`src/rtl/riscv_pkg.sv`:
```
// Shared core definitions, with the load/store unit additions.
//   XLEN               : data/address width of the core.
//   LSU_F3_*           : RV32I funct3 size/sign encodings for loads and stores.
//   lsu_state_t        : load/store unit FSM states.
//   lsu_byte_en()      : store funct3 -> low-aligned 4-bit byte-enable mask.
//   lsu_f3_legal()     : whether a funct3 is a valid load or store encoding.
//   lsu_misaligned()   : natural-alignment check for a funct3 and address LSBs.
package riscv_pkg;

    localparam int XLEN = 32;

    localparam logic [2:0] LSU_F3_B  = 3'b000;
    localparam logic [2:0] LSU_F3_H  = 3'b001;
    localparam logic [2:0] LSU_F3_W  = 3'b010;
    localparam logic [2:0] LSU_F3_BU = 3'b100;
    localparam logic [2:0] LSU_F3_HU = 3'b101;

    typedef enum logic [1:0] {
        LSU_IDLE,
        LSU_ISSUE,
        LSU_RESP
    } lsu_state_t;

    function automatic logic [3:0] lsu_byte_en(input logic [2:0] funct3);
        logic [3:0] mask;
        case (funct3)
            LSU_F3_B: mask = 4'b0001;
            LSU_F3_H: mask = 4'b0011;
            LSU_F3_W: mask = 4'b1111;
            default:  mask = 4'b0000;
        endcase
        return mask;
    endfunction

    function automatic logic lsu_f3_legal(input logic we, input logic [2:0] funct3);
        logic ok;
        if (we) begin
            ok = (funct3 == LSU_F3_B) || (funct3 == LSU_F3_H) || (funct3 == LSU_F3_W);
        end else begin
            ok = (funct3 == LSU_F3_B)  || (funct3 == LSU_F3_H) || (funct3 == LSU_F3_W) ||
                 (funct3 == LSU_F3_BU) || (funct3 == LSU_F3_HU);
        end
        return ok;
    endfunction

    // Size lives in funct3[1:0] for both loads and stores, so the signedness
    // bit does not matter here.
    function automatic logic lsu_misaligned(input logic [2:0] funct3, input logic [1:0] addr_lo);
        logic mis;
        case (funct3[1:0])
            2'b01:   mis = addr_lo[0];
            2'b10:   mis = (addr_lo != 2'b00);
            default: mis = 1'b0;
        endcase
        return mis;
    endfunction

endpackage

```
`src/rtl/load_extend.sv`:
```
// Load data extension: selects and sign/zero-extends the low bytes of a raw
// memory word according to the RV32I load funct3.
//   funct3 : load size/sign encoding (LB/LH/LW/LBU/LHU); others give 0.
//   raw    : word from memory, addressed byte in [7:0].
//   result : extended XLEN-bit load value.
module load_extend #(
    parameter int XLEN = riscv_pkg::XLEN
) (
    input  logic [2:0]      funct3,
    input  logic [XLEN-1:0] raw,
    output logic [XLEN-1:0] result
);
    import riscv_pkg::*;

    always_comb begin
        result = '0;
        case (funct3)
            LSU_F3_B:  result = {{(XLEN-8){raw[7]}}, raw[7:0]};
            LSU_F3_H:  result = {{(XLEN-16){raw[15]}}, raw[15:0]};
            LSU_F3_W:  result = raw;
            LSU_F3_BU: result = {{(XLEN-8){1'b0}}, raw[7:0]};
            LSU_F3_HU: result = {{(XLEN-16){1'b0}}, raw[15:0]};
            default:   result = '0;
        endcase
    end

endmodule

```
`src/rtl/load_store_unit.sv`:
```
// Load/store unit: initiator side of the core's data-memory port. Accepts one
// load/store per req handshake, issues it to memory for exactly one cycle and
// returns a tagged, extended response through a valid/ready handshake.
// Only one request is in flight at a time (IDLE -> ISSUE -> RESP).
//   req_*    : request from the MEM stage (we, funct3, addr, wdata, tag).
//   resp_*   : response (rdata, tag, fault) held stable until resp_ready.
//   dmem_*   : byte address, low-aligned write data, byte enables, rd/wr
//              strobes; dmem_rdata is combinational from the memory.
// Build option: define LSU_MISALIGN_TRAP_EN to fault naturally-misaligned
// halfword/word accesses instead of issuing them.
module load_store_unit #(
    parameter int XLEN  = riscv_pkg::XLEN,
    parameter int TAG_W = 5
) (
    input  logic             clk,
    input  logic             reset,
    input  logic             req_valid,
    output logic             req_ready,
    input  logic             req_we,
    input  logic [2:0]       req_funct3,
    input  logic [XLEN-1:0]  req_addr,
    input  logic [XLEN-1:0]  req_wdata,
    input  logic [TAG_W-1:0] req_tag,
    output logic             resp_valid,
    input  logic             resp_ready,
    output logic [XLEN-1:0]  resp_rdata,
    output logic [TAG_W-1:0] resp_tag,
    output logic             resp_fault,
    output logic [XLEN-1:0]  dmem_addr,
    output logic [XLEN-1:0]  dmem_wdata,
    output logic [3:0]       dmem_byte_en,
    output logic             dmem_wr_en,
    output logic             dmem_rd_en,
    input  logic [XLEN-1:0]  dmem_rdata
);
    import riscv_pkg::*;

    lsu_state_t       state_reg, state_next;
    logic             we_reg;
    logic [2:0]       funct3_reg;
    logic [XLEN-1:0]  addr_reg;
    logic [XLEN-1:0]  wdata_reg;
    logic [TAG_W-1:0] tag_reg;
    logic [XLEN-1:0]  rdata_reg;
    logic             fault_reg;
    logic             accept;
    logic             req_fault;
    logic [XLEN-1:0]  ext_data;

    // Faults are decided from the raw request so a faulting access can skip
    // ISSUE and never touch memory.
`ifdef LSU_MISALIGN_TRAP_EN
    assign req_fault = !lsu_f3_legal(req_we, req_funct3) ||
                       lsu_misaligned(req_funct3, req_addr[1:0]);
`else
    assign req_fault = !lsu_f3_legal(req_we, req_funct3);
`endif

    load_extend #(.XLEN(XLEN)) u_load_extend (
        .funct3 (funct3_reg),
        .raw    (dmem_rdata),
        .result (ext_data)
    );

    always_ff @(posedge clk) begin
        if (reset) begin
            state_reg <= LSU_IDLE;
        end else begin
            state_reg <= state_next;
        end
    end

    // Strobes are masked by reset so a reset landing on ISSUE cannot commit
    // a write at that same edge.
    always_comb begin
        state_next   = state_reg;
        accept       = 1'b0;
        req_ready    = 1'b0;
        resp_valid   = 1'b0;
        dmem_rd_en   = 1'b0;
        dmem_wr_en   = 1'b0;
        dmem_byte_en = 4'b0000;
        case (state_reg)
            LSU_IDLE: begin
                req_ready = !reset;
                if (req_valid) begin
                    accept     = 1'b1;
                    state_next = req_fault ? LSU_RESP : LSU_ISSUE;
                end
            end
            LSU_ISSUE: begin
                dmem_rd_en   = !we_reg && !reset;
                dmem_wr_en   = we_reg && !reset;
                dmem_byte_en = (we_reg && !reset) ? lsu_byte_en(funct3_reg) : 4'b0000;
                state_next   = LSU_RESP;
            end
            LSU_RESP: begin
                resp_valid = 1'b1;
                if (resp_ready) begin
                    state_next = LSU_IDLE;
                end
            end
            default: state_next = LSU_IDLE;
        endcase
    end

    always_ff @(posedge clk) begin
        if (reset) begin
            we_reg     <= 1'b0;
            funct3_reg <= 3'b000;
            addr_reg   <= '0;
            wdata_reg  <= '0;
            tag_reg    <= '0;
            rdata_reg  <= '0;
            fault_reg  <= 1'b0;
        end else begin
            if (accept) begin
                we_reg     <= req_we;
                funct3_reg <= req_funct3;
                addr_reg   <= req_addr;
                wdata_reg  <= req_wdata;
                tag_reg    <= req_tag;
                fault_reg  <= req_fault;
                // Stores and faults report zero data.
                rdata_reg  <= '0;
            end
            if ((state_reg == LSU_ISSUE) && !we_reg) begin
                rdata_reg <= ext_data;
            end
        end
    end

    assign resp_rdata = rdata_reg;
    assign resp_tag   = tag_reg;
    assign resp_fault = fault_reg;
    assign dmem_addr  = addr_reg;
    assign dmem_wdata = wdata_reg;

endmodule

```
`config.mk`:
```
export PLATFORM = sky130hd
export DESIGN_NAME = load_store_unit
export DESIGN_NICKNAME = d
export VERILOG_FILES = /design/src/rtl/riscv_pkg.sv /design/src/rtl/load_extend.sv /design/src/rtl/load_store_unit.sv
export SDC_FILE = /design/constraint.sdc
export NUM_CORES = 1
export LEC_CHECK = 0
export BUFFER_PORTS_ARGS = -buffer_cell sky130_fd_sc_hd__buf_2
export CORE_ASPECT_RATIO = 1.5
export CORE_MARGIN = 4
export CORE_UTILIZATION = 40
export DETAILED_ROUTE_END_ITERATION = 16
export PLACE_DENSITY = 0.76
export SETUP_SLACK_MARGIN = 0.5
export SYNTH_ARGS = -nofsm -noshare
export SYNTH_HDL_FRONTEND = slang
export SYNTH_SLANG_ARGS = --single-unit
```
`constraint.sdc`:
```
create_clock -name clk -period 1.8 [get_ports clk]
set_input_delay 0 -clock clk [delete_from_list [all_inputs] [get_ports clk]]
set_output_delay 0 -clock clk [all_outputs]
set_load 0.03 [all_outputs]
```
==> results.json, run 1 <==
{
  "io_pins": 219,
  "synth-seq-area-share": 0.531,
  "grt_pass1_wl_um": 25300,
  "synth-seq-cells": 108,
  "synthCells": 500,
  "syn-cell-area_sq_mm": 0.00407,
  "clkSlewWorstSetupHoldPaths_ns": 0.07,
  "relSlewSlack": 0.451,
  "drt_wl_total_um": 19100,
  "coreArea_sq_mm": 0.00980,
  "r2r_start": "state_reg[1]$_SDFFE_PP0P_",
  "drt_first_iter_violations": 223,
  "dr.pass1.iters": 5,
  "peakVddDrop_uv": 613,
  "yosysWarnings": 0,
  "slowest_delay_ns": 0.35,
  "grt-ovfl-total": 0,
  "placed_area_sq_mm": 0.00531,
  "tns_ns": 0,
  "dieWidth_um": 90.4,
  "fin_worst_skew_ns": 0.00673,
  "clkPwrFrac": 0.322,
  "placed_cells": 805,
  "h-tree-depth": 3,
  "start_util": 0.416,
  "drc": 0,
  "yosysTopAreaCellShare": 0.531,
  "tightest_slew_ns": 0.823,
  "synth.mux.area_fraction": 0,
  "via_per_inst": 5.48,
  "grt_max_degree": 55,
  "clock-sinks": 108,
  "p_sw_mw": 2.15,
  "setup_viol_count_final": 0,
  "switching_share": 0.316,
  "endpoint_kind": "output port",
  "worstPathCellList": "nand2b_4 > nor3b_4 > nand2b_4 > nor3b_4 > buf_6",
  "fmax_mhz": 629,
  "worstPathArrival_ns": 1.59,
  "synth_compound_area_frac": 0.236,
  "synthAdderAreaFrac": 0,
  "internal_power_mw": 4.64,
  "syn_nets": 609,
  "crit_slowest_cell": "dfxtp_4",
  "min_from": "dmem_rdata[18]",
  "status": "finished clean",
  "yosys-top-cells-area": "dfxtp_1 53%, nand2_1 15%, a21oi_1 12%",
  "p_leak_nw": 3.85,
  "hold_class": "in2reg",
  "clk_latency_ns": 0.35,
  "fin_nets": 943,
  "worst_hold_slack_ns": 0.0750,
  "fin_cells": 957,
  "critPathLaunchType": "flip-flop",
  "port_buffers": 218,
  "die-area_sq_mm": 0.0119,
  "slew_violations": 0,
  "wl_per_cell_um": 20.0,
  "crit_family": "simple AND/OR/NAND/NOR gates",
  "seq_power_share": 0.386,
  "grt_pass1_vias": 5106,
  "comb_power_share": 0.292,
  "avgSynthCellArea_sq_um": 8.15,
  "clk_path_buf_depth": 2,
  "grt.total_usage": 0.261,
  "synth_top_family_by_area": "compound AO/OA/AOI/OAI gates",
  "ant_nets": 0,
  "worstPathMaxFanout": 3,
  "vias": 5243,
  "cp_num_buf_inv": 1,
  "critical_path_required_ns": 1.80,
  "cts_tree": "yes",
  "gp_congestion": 0.805,
  "maxCapViolations": 0,
  "synthSimpleGateAreaFrac": 0.181,
  "antenna_found_initial": 2,
  "grt_setup_unrepaired": "true",
  "final_area_sq_mm": 0.00818,
  "min_period_over_period": 0.884,
  "die_y_um": 132,
  "worstSetupPathType": "reg2out",
  "rows": 44,
  "dp_hpwl_um": 8790,
  "synth-xor-area-share": 0.00215,
  "drive_gt1_frac": 0.545,
  "synthDistinctLibCells": 26,
  "layout_min_cycle_time_ns": 1.59,
  "syn_to_final_growth_pct": 101,
  "powerDensity_mw_per_mm2": 829,
  "hold_viol": 0,
  "cts_buffers": 9,
  "root_buffer": "clkbuf_16",
  "cp-startpoint": "state_reg[1]$_SDFFE_PP0P_",
  "fin_total_pwr_mw": 6.79,
  "yosysTopAreaCell": "dfxtp_1"
}
-- worst paths after layout --
| kind | to | depth (start not counted) | slack (ns) |
|---|---|---|---|
| setup / recovery | dmem_byte_en[2] | 5 | 0.21 |
| hold / removal | resp_rdata[18]$_SDFFE_PP0P_ | 4 | 0.08 |
| setup reg to reg | resp_rdata[28]$_SDFFE_PP0P_ | 7 | 0.22 |
| hold reg to reg | dmem_addr[12]$_SDFFE_PP0P_ | 2 | 0.46 |
-- cell usage in the layout (no fill, tap or decap), types with 2 or more instances in the layout --
cell type      netlist  final
diode_2              0      3
buf_4                1     15
nor2_1              12     10
nand2b_4             0      4
buf_16               0      8
buf_12               1      6
dlygate4sd3_1        0     90
nand2_1            158     97
o21ai_0             24     24
dfxtp_2              0      2
a22oi_2              0      8
nor2b_1              4      3
buf_8                0      3
clkinv_2             0      2
a21oi_1            100     37
a21oi_2              0     61
nand2_4              0     51
buf_2                2    211
nor2_4               0      2
buf_6                2     29
a21oi_4              0      2
dfxtp_4              0      3
clkbuf_16            0     14
bufinv_16            0      2
a22o_1              14     14
nor3b_4              0      2
nand2_2              0      8
dfxtp_1            108    103
nand2_8              0      2
a22o_4               0     10
nor3_4               0      2
-- synth_stat cells --
master / count
a22o_1: 14
nor2b_1: 4
buf_4: 1
o21ai_0: 24
nand2b_1: 4
a21o_1: 1
dfxtp_1: 108
and2_1: 1
or2_1: 1
clkbuf_1: 32
buf_6: 2
nor2_1: 12
nor3_1: 3
buf_1: 6
a22o_2: 10
buf_2: 2
nor3b_1: 2
and2b_1: 1
buf_12: 1
a211oi_1: 2
nand2_1: 158
a2111oi_4: 1
o21a_1: 1
xnor2_1: 1
a21oi_1: 100
a22oi_1: 8
-- worst register-to-register path: stages (launching register included) --
cell     delay, ns
dfxtp_4       0.35
buf_4         0.13
buf_6         0.13
buf_6         0.11
a21o_4        0.18
nor2b_4       0.16
buf_6         0.18
a22o_4        0.24
-- power groups by stage --
| stage | sequential, mW | combinational, mW | clock (mW) |
|---|---|---|---|
| global placement | 2.65 | 1.05 | 0 |
| floorplan | 2.91 | 0.456 | 0 |
| global route | 2.63 | 2.08 | 2.29 |
| finish | 2.62 | 1.99 | 2.19 |
| CTS | 2.60 | 1.52 | 2.18 |
| detailed placement | 2.66 | 1.07 | 0 |
-- per-layer routing --
layer / track usage / vias up / share of wire
met1: 0.269 / 2519 / 0.34
met2: 0.484 / 279 / 0.54
met4: 0.129 / 0 / 0.051
met3: 0.0664 / 84 / 0.069
met5: 0 / - / 0
li1: - / 2361 / -
-- final cells by class --
class / instances / area [sq um]
repair buffers: 367 / 2910
multi-input cells: 348 / 2630
flip-flops and latches: 108 / 2180
fillers: 516 / 1620
clock buffers: 9 / 225
well taps: 115 / 144
clock inverters: 7 / 98.8
diodes: 3 / 7.51
-- per-stage QoR --
stage,utilization,setup slack [ns]
after floorplan,-,0.107
after global placement,0.542,0.290
after detailed placement,0.542,0.261
after CTS,0.734,0.172
after global routing,0.835,0.135
final,0.835,0.209
-- what timing repair did --
| action | CTS | global route |
|---|---|---|
| pin swaps | 26 | 106 |
| endpoints found under the hold margin | 89 | 0 |
| resized for setup | 68 | 205 |
| setup buffers | 16 | 7 |
| hold buffers | 90 | 0 |
| cloned | 12 | 8 |
| setup endpoints to repair | 83 | 111 |
-- logic make-up after synthesis --
kind of cell / after synthesis
AND/OR/NAND/NOR: 186
AO/OA/AOI/OAI: 161
flip-flops: 108
buffers and inverters: 44
XOR/XNOR: 1
Power figures use the tool's default switching activity.
==> inputs of run 2 (changes only) <==
- CORE_UTILIZATION: 40 -> 41
- SYNTH_HIERARCHICAL: not set -> 1
==> run 2 against run 1 <==
- hold slack worse by 0.058 ns
- sequential cell count stayed put
- core utilization is 5.1 points lower
- combinational power is 12% lower
- clock skew is 0.0018 ns higher
==> results.json, run 2 <==
{
  "die-area_sq_mm": 0.0121,
  "powerDensity_mw_per_mm2": 817,
  "root_buffer": "clkbuf_16",
  "vias": 5078,
  "clk_latency_ns": 0.35,
  "peakVddDrop_uv": 625,
  "min_to": "resp_rdata[13]$_SDFFE_PP0P_",
  "synthFlopType": "dfxtp_1",
  "clock-sinks": 108,
  "clk_path_buf_depth": 2,
  "via_per_inst": 5.47,
  "syn_nets": 599,
  "hold_path_depth": 3,
  "layout_min_cycle_time_ns": 1.69,
  "crit_slowest_cell": "or3b_4",
  "drt_first_iter_violations": 228,
  "antenna_found_initial": 2,
  "drt_wl_total_um": 18300,
  "fmax_mhz": 591,
  "critPathLaunchType": "flip-flop",
  "grt_pass1_wl_um": 25200,
  "tightest_slew_ns": 0.515,
  "async_reset_ff_frac": 0,
  "hold_viol": 0,
  "io_pins": 219,
  "setup_viol_count_final": 0,
  "synthCells": 490,
  "synthDistinctLibCells": 31,
  "clkSlewWorstSetupHoldPaths_ns": 0.08,
  "grt_max_degree": 78,
  "reg2regPathDepth": 7,
  "synth-seq-cells": 108,
  "worstPathArrival_ns": 1.90,
  "worst_hold_slack_ns": 0.0167,
  "slew_violations": 0,
  "grt-ovfl-total": 0,
  "dieWidth_um": 91.3,
  "grt_pass1_vias": 5058,
  "synth-seq-area-share": 0.507,
  "placed_area_sq_mm": 0.00543,
  "h-tree-depth": 3,
  "yosys-top-cells-area": "dfxtp_1 51%, nand2_1 13%, a21oi_1 9.1%",
  "r2r_start": "state_reg[0]$_SDFFE_PP0P_",
  "critical_path_required_ns": 2.01,
  "drc": 0,
  "synth_compound_area_frac": 0.196,
  "syn_to_final_growth_pct": 86.2,
  "synthAdderAreaFrac": 0,
  "rows": 45,
  "yosysWarnings": 6,
  "start_util": 0.421,
  "synth-edff-count": 0,
  "min_from": "dmem_rdata[13]",
  "gp_congestion": 0.757,
  "endpoint_kind": "flip-flop",
  "synth-xor-area-share": 0.00205,
  "grt.total_usage": 0.257,
  "layout_commonest_cell": "buf_2",
  "yosysTopAreaCell": "dfxtp_1",
  "slowest_delay_ns": 0.46,
  "dr.pass1.iters": 7,
  "coreArea_sq_mm": 0.0101,
  "r2r_slack_ns": 0.11,
  "final_area_sq_mm": 0.00794,
  "worstPathCellList": "buf_4 > buf_6 > or3b_4 > buf_12 > clkbuf_16 > nand2_4 > a21oi_1",
  "syn-cell-area_sq_mm": 0.00427,
  "maxCapViolations": 0,
  "hold_class": "in2reg",
  "port_buffers": 218,
  "drive_gt1_frac": 0.502,
  "worstSetupPathType": "reg2reg",
  "wl_per_cell_um": 19.7,
  "grt_setup_unrepaired": "true",
  "min_period_over_period": 0.940,
  "worstPathMaxFanout": 7,
  "cts_buffers": 9,
  "num_antenna_cells": 0,
  "synthSimpleGateAreaFrac": 0.180,
  "ys_top_cells_by_count": "148 x nand2_1, 108 x dfxtp_1, 78 x a21oi_1",
  "r2r_end": "dmem_addr[23]$_SDFFE_PP0P_",
  "final_cell_mix": "210 x buf_2, 105 x dfxtp_1, 84 x nand2_1",
  "yosysMostFrequentCell": "nand2_1",
  "tns_ns": 0,
  "synth_top_family_by_area": "compound AO/OA/AOI/OAI gates",
  "ant_nets": 0,
  "die_y_um": 133,
  "synth.mux.area_fraction": 0.0587,
  "avgSynthCellArea_sq_um": 8.71,
  "yosysTopAreaCellShare": 0.507,
  "status": "finished clean",
  "p_leak_nw": 3.74,
  "cts_tree": "yes",
  "dp_hpwl_um": 8820,
  "fin_nets": 915,
  "relSlewSlack": 0.655,
  "fin_worst_skew_ns": 0.00848
}
[run 2: changes by cell type in the layout (fill, tap and decap cells not counted), sizes merged, moves of 7 or more]
cell / delta
a22oi: -8
dlygate4sd3: -11
a21oi: -22
and2: +7
o2bb2ai: +8
o21ai: -7
buf: -8
a22o: +7
nand2: -10
mux2i: +25
nor2: -8
[run 2: report_power, final]
part / internal [mW] / switching (mW) / leakage (nW)
sequential: 2.52 / 0.127 / 0.885
clock: 1.12 / 0.955 / 0.156
combinational: 0.790 / 0.974 / 2.70
[run 2: cell families after synthesis]
logic type / Yosys count
AOI/OAI and AO/OA: 134
muxes: 25
DFF: 108
and+or+nand+nor: 177
buffers and inverters: 45
xor gates and xnor gates: 1
[run 2: area by class of cell]
type                            instances  area (sq um)
Clock buffer                            9           225
Clock inverter                          7          90.1
Tap cell                              117           146
Multi-Input combinational cell        337          2500
Timing Repair Buffer                  350          2810
Sequential cell                       108          2170
Fill cell                             590          2190
[run 2: stage by stage]
stage,worst slack [ns],power (mW),std cells,util
4_1_cts,0.157,6.11,910,0.694
3_5_place_dp,0.247,3.74,791,0.535
5_1_grt,0.0776,6.72,928,0.784
2_1_floorplan,0.0474,3.42,490,-
3_3_place_gp,0.259,3.71,791,0.535
6_report,0.109,6.49,928,0.784
[run 2: worst max-delay path by stage]
stage	cells after the start	start	slack [ns]	endpoint
after floorplan	5	state_reg[1]$_SDFFE_PP0P_	0.05	dmem_byte_en[3]
after global placement	3	state_reg[1]$_SDFFE_PP0P_	0.26	resp_fault$_SDFFE_PP0P_
after detailed placement	3	state_reg[1]$_SDFFE_PP0P_	0.25	resp_fault$_SDFFE_PP0P_
after CTS	4	state_reg[1]$_SDFFE_PP0P_	0.16	dmem_byte_en[3]
after global routing	4	state_reg[1]$_SDFFE_PP0P_	0.08	dmem_byte_en[2]
final	7	state_reg[0]$_SDFFE_PP0P_	0.11	dmem_addr[23]$_SDFFE_PP0P_
[run 2: critical path: cells and delay by family, from the launching register on]
family / cells / cell delay (ns)
buffers and inverters: 4 / 0.61
AO/OA/AOI/OAI: 1 / 0.08
AND/OR/NAND/NOR: 2 / 0.52
flip-flops: 1 / 0.34
[run 2: what timing repair did]
| item | in CTS | in global routing |
|---|---|---|
| resized for setup | 60 | 166 |
| setup endpoints to repair | 115 | 116 |
| hold buffers | 79 | 0 |
| pin swaps | 22 | 50 |
| endpoints found under the hold margin | 80 | 0 |
| setup buffers | 16 | 8 |
| cloned | 8 | 10 |
[run 2: metal layers]
| metal | up-vias | share of wire | global-route usage |
|---|---|---|---|
| li1 | 2309 | - | - |
| met3 | 77 | 0.075 | 0.0609 |
| met4 | 4 | 0.049 | 0.132 |
| met2 | 282 | 0.53 | 0.467 |
| met1 | 2406 | 0.34 | 0.273 |
| met5 | - | 0.0014 | 0 |
